`config.mk`:
```
export PLATFORM = sky130hd
export DESIGN_NAME = mem_arbiter
export DESIGN_NICKNAME = d
export VERILOG_FILES = /design/src/rtl/mem_arbiter.sv
export SDC_FILE = /design/constraint.sdc
export NUM_CORES = 1
export LEC_CHECK = 0
export ABC_AREA = 0
export CAP_MARGIN = 30
export CORE_MARGIN = 5
export CORE_UTILIZATION = 30
export DETAILED_ROUTE_END_ITERATION = 10
export HOLD_SLACK_MARGIN = 0.02
export PLACE_DENSITY = 0.66
export SLEW_MARGIN = 25
export SYNTH_ARGS = -nofsm -noshare
export SYNTH_HDL_FRONTEND = slang
export SYNTH_SLANG_ARGS = --single-unit
```
`constraint.sdc`:
```
create_clock -name clk -period 1.6 [get_ports clk]
set_input_delay 0.32 -clock clk [delete_from_list [all_inputs] [get_ports clk]]
set_output_delay 0.32 -clock clk [all_outputs]
set_load 0.02 [all_outputs]
```
`src/rtl/mem_arbiter.sv`:
```
// mem_arbiter: shares one memory port between an instruction-fetch
// requester (F) and a data load/store requester (D).
// Each access runs IDLE -> ACCESS -> RESP. It completes on mem_ready, or
// returns a bus error after TIMEOUT_CYCLES wait cycles.
// Default arbitration is fixed priority, with D winning over F.
// Define MEM_ARB_RR_EN to get round-robin arbitration instead.
module mem_arbiter #(
    parameter int ADDR_W         = 32,
    parameter int DATA_W         = 32,
    parameter int TIMEOUT_CYCLES = 16
) (
    input  logic              clk,
    input  logic              n_reset,
    input  logic              f_req,
    input  logic [ADDR_W-1:0] f_addr,
    output logic              f_ack,
    output logic [DATA_W-1:0] f_rdata,
    output logic              f_err,
    input  logic              d_req,
    input  logic              d_we,
    input  logic [ADDR_W-1:0] d_addr,
    input  logic [DATA_W-1:0] d_wdata,
    output logic              d_ack,
    output logic [DATA_W-1:0] d_rdata,
    output logic              d_err,
    output logic [ADDR_W-1:0] address,
    output logic [DATA_W-1:0] data_out,
    input  logic [DATA_W-1:0] data_in,
    output logic              memory_read,
    output logic              memory_write,
    input  logic              mem_ready,
    output logic              busy
);

    localparam int CNT_W = (TIMEOUT_CYCLES > 0) ? $clog2(TIMEOUT_CYCLES + 1) : 1;
    localparam logic [CNT_W-1:0] TO_VAL = CNT_W'(TIMEOUT_CYCLES);

    typedef enum logic [1:0] {
        ST_IDLE   = 2'd0,
        ST_ACCESS = 2'd1,
        ST_RESP   = 2'd2
    } state_t;

    state_t            state_q;
    logic [CNT_W-1:0]  cnt_q;
    logic [CNT_W-1:0]  cnt_d;
    logic              timeout_hit;
    logic              sel_d_q;     // 1 = current access belongs to D
    logic              we_q;        // current access is a write
    logic              grant_d;     // arbitration result: 1 = D wins

    logic              f_ack_q, f_err_q, d_ack_q, d_err_q;
    logic [DATA_W-1:0] f_rdata_q, d_rdata_q, data_out_q;
    logic [ADDR_W-1:0] address_q;
    logic              mem_rd_q, mem_wr_q, busy_q;

`ifdef MEM_ARB_RR_EN
    logic              last_d_q;    // 1 = most recent grant went to D

    // Round-robin: on a tie, grant the port that was not granted last
    always_comb begin
        grant_d = d_req;
        if (d_req && f_req) begin
            grant_d = ~last_d_q;
        end
    end

    // Remember the winner of every grant; the reset value D lets F win the first tie
    always_ff @(posedge clk or negedge n_reset) begin
        if (!n_reset) begin
            last_d_q <= 1'b1;
        end else if (state_q == ST_IDLE && (f_req || d_req)) begin
            last_d_q <= grant_d;
        end
    end
`else
    // Fixed priority: D always beats F
    always_comb begin
        grant_d = d_req;
    end
`endif

    // Wait-cycle counter next value and timeout detection
    always_comb begin
        cnt_d       = cnt_q + 1'b1;
        timeout_hit = (TIMEOUT_CYCLES > 0) && (cnt_d == TO_VAL);
    end

    // Access sequencer; every output is a register
    always_ff @(posedge clk or negedge n_reset) begin
        if (!n_reset) begin
            state_q    <= ST_IDLE;
            cnt_q      <= '0;
            sel_d_q    <= 1'b0;
            we_q       <= 1'b0;
            f_ack_q    <= 1'b0;
            f_err_q    <= 1'b0;
            d_ack_q    <= 1'b0;
            d_err_q    <= 1'b0;
            f_rdata_q  <= '0;
            d_rdata_q  <= '0;
            data_out_q <= '0;
            address_q  <= '0;
            mem_rd_q   <= 1'b0;
            mem_wr_q   <= 1'b0;
            busy_q     <= 1'b0;
        end else begin
            // Acks and errors are single-cycle pulses unless set below
            f_ack_q <= 1'b0;
            f_err_q <= 1'b0;
            d_ack_q <= 1'b0;
            d_err_q <= 1'b0;
            case (state_q)
                ST_IDLE: begin
                    if (f_req || d_req) begin
                        sel_d_q <= grant_d;
                        cnt_q   <= '0;
                        busy_q  <= 1'b1;
                        state_q <= ST_ACCESS;
                        if (grant_d) begin
                            address_q <= d_addr;
                            we_q      <= d_we;
                            mem_rd_q  <= ~d_we;
                            mem_wr_q  <= d_we;
                            if (d_we) begin
                                data_out_q <= d_wdata;
                            end
                        end else begin
                            address_q <= f_addr;
                            we_q      <= 1'b0;
                            mem_rd_q  <= 1'b1;
                            mem_wr_q  <= 1'b0;
                        end
                    end
                end
                ST_ACCESS: begin
                    cnt_q <= cnt_d;
                    if (mem_ready) begin
                        // Normal completion; also wins in the final counted cycle
                        mem_rd_q <= 1'b0;
                        mem_wr_q <= 1'b0;
                        state_q  <= ST_RESP;
                        if (sel_d_q) begin
                            d_ack_q <= 1'b1;
                            if (!we_q) begin
                                d_rdata_q <= data_in;
                            end
                        end else begin
                            f_ack_q   <= 1'b1;
                            f_rdata_q <= data_in;
                        end
                    end else if (timeout_hit) begin
                        // Abort: a timed-out read returns zero data
                        mem_rd_q <= 1'b0;
                        mem_wr_q <= 1'b0;
                        state_q  <= ST_RESP;
                        if (sel_d_q) begin
                            d_ack_q <= 1'b1;
                            d_err_q <= 1'b1;
                            if (!we_q) begin
                                d_rdata_q <= '0;
                            end
                        end else begin
                            f_ack_q   <= 1'b1;
                            f_err_q   <= 1'b1;
                            f_rdata_q <= '0;
                        end
                    end
                end
                ST_RESP: begin
                    // Requests are not sampled here; the requester updates them now
                    cnt_q   <= '0;
                    busy_q  <= 1'b0;
                    state_q <= ST_IDLE;
                end
                default: begin
                    state_q <= ST_IDLE;
                end
            endcase
        end
    end

    assign f_ack        = f_ack_q;
    assign f_err        = f_err_q;
    assign f_rdata      = f_rdata_q;
    assign d_ack        = d_ack_q;
    assign d_err        = d_err_q;
    assign d_rdata      = d_rdata_q;
    assign address      = address_q;
    assign data_out     = data_out_q;
    assign memory_read  = mem_rd_q;
    assign memory_write = mem_wr_q;
    assign busy         = busy_q;

endmodule

```
### Word-level counts from Yosys, hierarchy flattened

Index checks and enable logic that the tools add are counted.

| storage, ports and cells | value |
|---|---|
| flip-flop bits (word level) | 144 |
| bits in latches | 0 |
| memory bits (writable) | 0 |
| ROM bits | 0 |
| bits of input ports | 134 |
| word-level logic and storage cells | 77 |
| memories kept | 0 |

| cells by class | value |
|---|---|
| add/subtract/negate cells | 1 |
| multiply operators | 0 |
| divide/modulo/power cells | 0 |
| magnitude comparators | 0 |
| eq/ne operators | 5 |
| shift-type cells | 0 |
| muxes and demuxes | 39 |
| bitwise logic cells | 3 |
| reduce and logical (&&, ||, !) cells | 14 |

Operators with widths:

| cell | count |
|---|---|
| 32-bit two-way mux | 11 |
| 1-bit two-way mux | 19 |
| 5-bit one-hot mux with 3 select lines | 1 |
| 2-bit AND reduction | 4 |
| 4-bit AND reduction | 2 |
| 2-bit two-way mux | 3 |
| 1-bit one-hot mux with 2 select lines | 3 |
| 3-bit AND reduction | 2 |
| 2-bit nonzero test | 3 |
| 5-bit by 1-bit adder with 5-bit output, second input constant | 1 |
| 5-bit == test, second input constant | 1 |
| 5-bit two-way mux | 1 |
| 2-bit one-hot mux with 2 select lines | 1 |
| 3-bit != test, second input constant | 1 |
| 1-bit NOT | 3 |
| 3-bit nonzero test | 1 |
| 2-bit by 1-bit == test with 1-bit output, second input constant | 1 |
| 2-bit == test, second input constant | 1 |
| 2-bit logical NOT | 1 |
| 2-bit != test, second input constant | 1 |
| 1-bit logical OR | 1 |

### Logic depth before layout (Yosys ltp)

| depth | value |
|---|---|
| depth after elaboration | 5 |
| depth in mapped cells | 7 |

### Worst setup path after synthesis

No wires, ideal clock.

| timing | value |
|---|---|
| path kind | reg2reg |
| start | register state_q[0] |
| end | register sel_d_q |
| setup time | 125 ps |
| arrival | 1412 ps |
| path slack | 63 ps |
| cell stages (with the launch flop) | 6 |
| buffers on the path | 3 |
| clock period less this slack | 1537 ps |
| cell sequence | dfrtp_1 -> buf_6 -> or3_1 -> buf_2 -> buf_6 -> mux2_4 |

| between the ends | value |
|---|---|
| longest elaborated chain between the ends | 2 |

Ends and longest elaborated chain:

| item | line | RTL |
|---|---|---|
| start, declared | 44 | `state_t state_q;` |
| start signal, assigned | 92 | `state_q <= ST_IDLE;` |
| start signal, assigned | 119 | `state_q <= ST_ACCESS;` |
| start signal, assigned | 142 | `state_q <= ST_RESP;` |
| 2-bit logical NOT | 113 | `case (state_q)` |
| 2-bit AND reduction (no line) | - |  |
| end signal, assigned | 116 | `sel_d_q <= grant_d;` |
| end, declared | 48 | `logic sel_d_q;` |

No other way between the ends.
A chain may end at the register's enable or synchronous reset.

### Worst setup path in the final report

| timing | value |
|---|---|
| start | register cnt_q[1] |
| end | register d_rdata_q[27] (netlist: d_rdata[27]) |

| between the ends | value |
|---|---|
| longest elaborated chain between the ends | 4 |

Ends and longest elaborated chain:

| item | line | RTL |
|---|---|---|
| start, declared | 45 | `logic [CNT_W-1:0] cnt_q;` |
| start signal, assigned | 137 | `cnt_q <= cnt_d;` |
| 5-bit by 1-bit adder with 5-bit output | 85 | `cnt_d = cnt_q + 1'b1;` |
| 5-bit == test | 86 | `timeout_hit = (TIMEOUT_CYCLES > 0) && (cnt_d == TO_VAL);` |
| 2-bit nonzero test (no line) | - |  |
| 4-bit AND reduction (no line) | - |  |
| end signal, assigned | 146 | `d_rdata_q <= data_in;` |
| end, declared | 53 | `logic [DATA_W-1:0] f_rdata_q, d_rdata_q, data_out_q;` |

No other way between the ends.

==> flow_summary.ini <==
[outcome]
outcome = finished clean

[grt]
use_met2 = 0.257
pin_count_of_the_biggest_net_entering_global_routing = 65
grt_overflow_total = 0
grt_most_used_layer = met2
grt_first_pass_wirelength_mm = 27.6
via_count_of_the_first_global_routing_pass = 5111
grt_met1_usage = 0.189
met3_usage = 0.0607
number_of_antenna_violations_at_the_first_check_in_global_routing = 0
global_route.usage.total = 0.156

[synthesis]
synth_compound_gate_area_share = 0.104
synth-warning-count = 0
post_synth_xor_area_fraction = 0.00294
postSynthNetCount = 696
synth-simple-area-share = 0.134
netlist.area_leader.share = 0.606
ys_types = 40
asyncSetResetFlopFracSynth = 1.00
ys.flop_type = sky130_fd_sc_hd__dfrtp_1
synthDominantAreaCellType = sky130_fd_sc_hd__dfrtp_1
syn_avg_cell_area_um2 = 10.6
ys_seq_elements = 144
syn-cell-area_mm2 = 0.00595
netlist_instances = 561
synth_edf_count = 0
yosys-top-cells-area = sky130_fd_sc_hd__dfrtp_1 (61%), sky130_fd_sc_hd__nand2_1 (11%), sky130_fd_sc_hd__o21ai_0 (6.8%)
multiplexer_share_of_the_synthesized_area = 0.117
synthAdderAreaFrac = 0.00210
seq_area_frac_synth = 0.606
dominant_combinational_cell_family_by_area_after_synthesis = simple AND/OR/NAND/NOR gates

[hold_path]
hold_start = d_req
worst_hold_path_type = in -> reg
hold_worst_path_end = sel_d_q
cell_count_of_the_worst_hold_path = 3

[clock_network]
tritoncts = done
cts-root-buf = sky130_fd_sc_hd__clkbuf_16
clk_pin_slew_ps = 60
cts-buffers-inserted = 17
maximum_clock_insertion_buffer_count = 2
numClockSinks = 144
worstSkewPairLatency_ps = 420
cts_htree_levels = 4

[critical_path]
start_kind = flip-flop
max_stage_delay_ps = 450
critPathMaxFanout = 16
worstReg2RegEnd = d_rdata[27]
critical_path.cell_chain = and4b_1, a21oi_4, nor4_4, buf_4, clkbuf_16, o21ai_0
ff2ff_path_depth = 6
regToRegSetupSlack_ps = 30
critical-path-slowest-cell = sky130_fd_sc_hd__dfrtp_2
worstPathBufferInverterCount = 2
critical_path_arrival_ps = 1900
setup.worst_path.class = reg -> reg
worst_setup_path_end_kind = flip-flop
reg2reg_from = cnt_q[1]
critPathTopFamily = flip-flops
worst_ep_required_time_ps = 1940

[route]
wl_per_cell_um = 16.4
num_vias = 5080
via_per_inst = 4.48
totalWireLength_mm = 18.6
antenna_violating_nets_post_route = 0
drt_first_iter_violations = 180
drc = 0
first_pass_iters = 4

[placement]
dp_worst_setup_slack_ps = -308
placed_area_mm2 = 0.00917
place.detailed.instances = 1089
globalplace.congestion = 0.766
place_hpwl_mm = 13.0
io_buffer_count = 268

[cells_and_area]
post_route_cells_drive_above_1_share = 0.146
final_net_count = 989
num-fill-cells = 1831
synthToLayoutAreaGrowth_pct = 66.4
finish.instance_area_mm2 = 0.00990
final-instance-count-excl-fill = 1133

[floorplanning]
num_ports = 269
rows = 51
core_area_mm2 = 0.0195
die-height_um = 151
initial_utilization = 0.305
die-width_um = 151
die-area_mm2 = 0.0228

[pwr]
p_leak_nw = 4.65
cellPowerDensity_mw_per_mm2 = 1850
peakVddDrop_uv = 799

[sta]
fin_ws_ps = 30.9
setup_viol = 0
timing.final.hold_violations = 0
timing_worst_slew_pin_value_ps = 540
fmax_ghz = 0.637
drv_slew = 0
timing.slew.headroom = 0.640
fin_crit_sh = 0.981
period_needed_ps = 1570
fin_hold_ws_ps = 291
timing.setup.tns_ps = 0
rsz_0062_raised_after_global_routing = yes
fin_worst_skew_ps = 6.61

[job]
drv.max_cap_violation_count = 0
timing repair:
item                                    CTS  global route
gates cloned                              0             5
endpoints found under the hold margin    36             0
buffers inserted                          0             5
pin swaps                                 0             4
hold buffers                              1             0
endpoints found under the setup margin  135            87
resized for setup                       135            49
worst max path at each step:
stage,start,slack [ps],endpoint,depth (start not counted)
2_1_floorplan,state_q[0],60,sel_d_q,5
3_3_place_gp,f_req,-260,address[11],6
3_5_place_dp,f_req,-310,address[27],5
4_1_cts,cnt_q[0],6,d_rdata[3],5
5_1_grt,state_q[1],-30,d_rdata[1],6
6_report,cnt_q[1],30,d_rdata[27],6
cells by family after synthesis:
family / count (synthesis)
adders and majority gates: 1
xor gates and xnor gates: 2
and+or+nand+nor: 193
muxes: 65
buffers and inverters: 39
DFF: 144
AOI/OAI and AO/OA: 117
area by class of cell:
type / instances / area, um^2 / area share
sequential: 144 / 3610 / 0.364
timing repair buffer: 311 / 3060 / 0.309
multi-input combinational: 378 / 2220 / 0.225
clock buffer: 18 / 439 / 0.0444
tap: 265 / 332 / 0.0335
clock inverter: 14 / 229 / 0.0231
inverter: 2 / 7.51 / 0.000758
antenna: 1 / 2.50 / 0.000253
cell usage after synthesis, drive strengths merged (2+ instances only):
| library cell | instances |
|---|---|
| nand2 | 170 |
| dfrtp | 144 |
| o21ai | 103 |
| mux2 | 33 |
| mux2i | 32 |
| buf | 25 |
| clkbuf | 12 |
| a21oi | 5 |
| nor2 | 5 |
| nand3 | 3 |
| nor3 | 3 |
| nor4 | 3 |
| a21o | 2 |
| inv | 2 |
| xor2 | 2 |
registers in the layout, indices dropped and copies added (netlist names):
name,count
address,32
d_rdata,32
data_out,32
f_rdata,32
cnt_q,5
state_q,2
busy,1
d_ack,1
d_err,1
f_ack,1
f_err,1
memory_read,1
memory_write,1
sel_d_q,1
we_q,1
cell usage in the layout (no fill, tap or decap), types with 2 or more instances in the layout:
master                            instances
sky130_fd_sc_hd__nand3_1                  3
sky130_fd_sc_hd__mux2_2                  32
sky130_fd_sc_hd__nor3_4                   2
sky130_fd_sc_hd__clkdlybuf4s50_1        131
sky130_fd_sc_hd__a21oi_1                  3
sky130_fd_sc_hd__buf_12                  11
sky130_fd_sc_hd__mux2i_1                 32
sky130_fd_sc_hd__clkinvlp_4               3
sky130_fd_sc_hd__clkbuf_16               21
sky130_fd_sc_hd__dfrtp_1                141
sky130_fd_sc_hd__nand2_1                168
sky130_fd_sc_hd__o21ai_0                 51
sky130_fd_sc_hd__buf_6                    4
sky130_fd_sc_hd__o21ai_2                  4
sky130_fd_sc_hd__nor4_4                   2
sky130_fd_sc_hd__o21ai_1                 48
sky130_fd_sc_hd__bufinv_16                5
sky130_fd_sc_hd__dlygate4sd2_1          135
sky130_fd_sc_hd__inv_8                    3
sky130_fd_sc_hd__nor2_1                   5
sky130_fd_sc_hd__dfrtp_2                  3
sky130_fd_sc_hd__xor2_1                   2
sky130_fd_sc_hd__inv_1                    2
sky130_fd_sc_hd__buf_4                   23
sky130_fd_sc_hd__a21o_1                   2
tightest hold or removal path, cell delays in order:
cell	delay, ps
sky130_fd_sc_hd__buf_2	100
sky130_fd_sc_hd__buf_4	120
sky130_fd_sc_hd__mux2_4	130
report_power, final:
part           leakage [nW]  internal [mW]  total, mW  switching [mW]
Sequential             1.78           5.29       6.16           0.869
Clock                 0.319           2.84       4.50            1.65
Combinational          2.55           3.20       7.69            4.49
layer usage:
layer  routed length [um]  share of wire
met1                 7610           0.41
met2                 9020           0.48
met3                 1680          0.090
met4                  290          0.016
met5                    0              0
metrics by stage:
| step | util | power (mW) |
|---|---|---|
| final | 0.507 | 18.3 |
| after global routing | 0.507 | 19.5 |
| after CTS | 0.496 | 18.4 |
| after detailed placement | 0.470 | 15.0 |
| after global placement | 0.470 | 14.9 |
| after floorplan | - | 10.3 |
No activity file was read; power rests on OpenSTA's default activity.
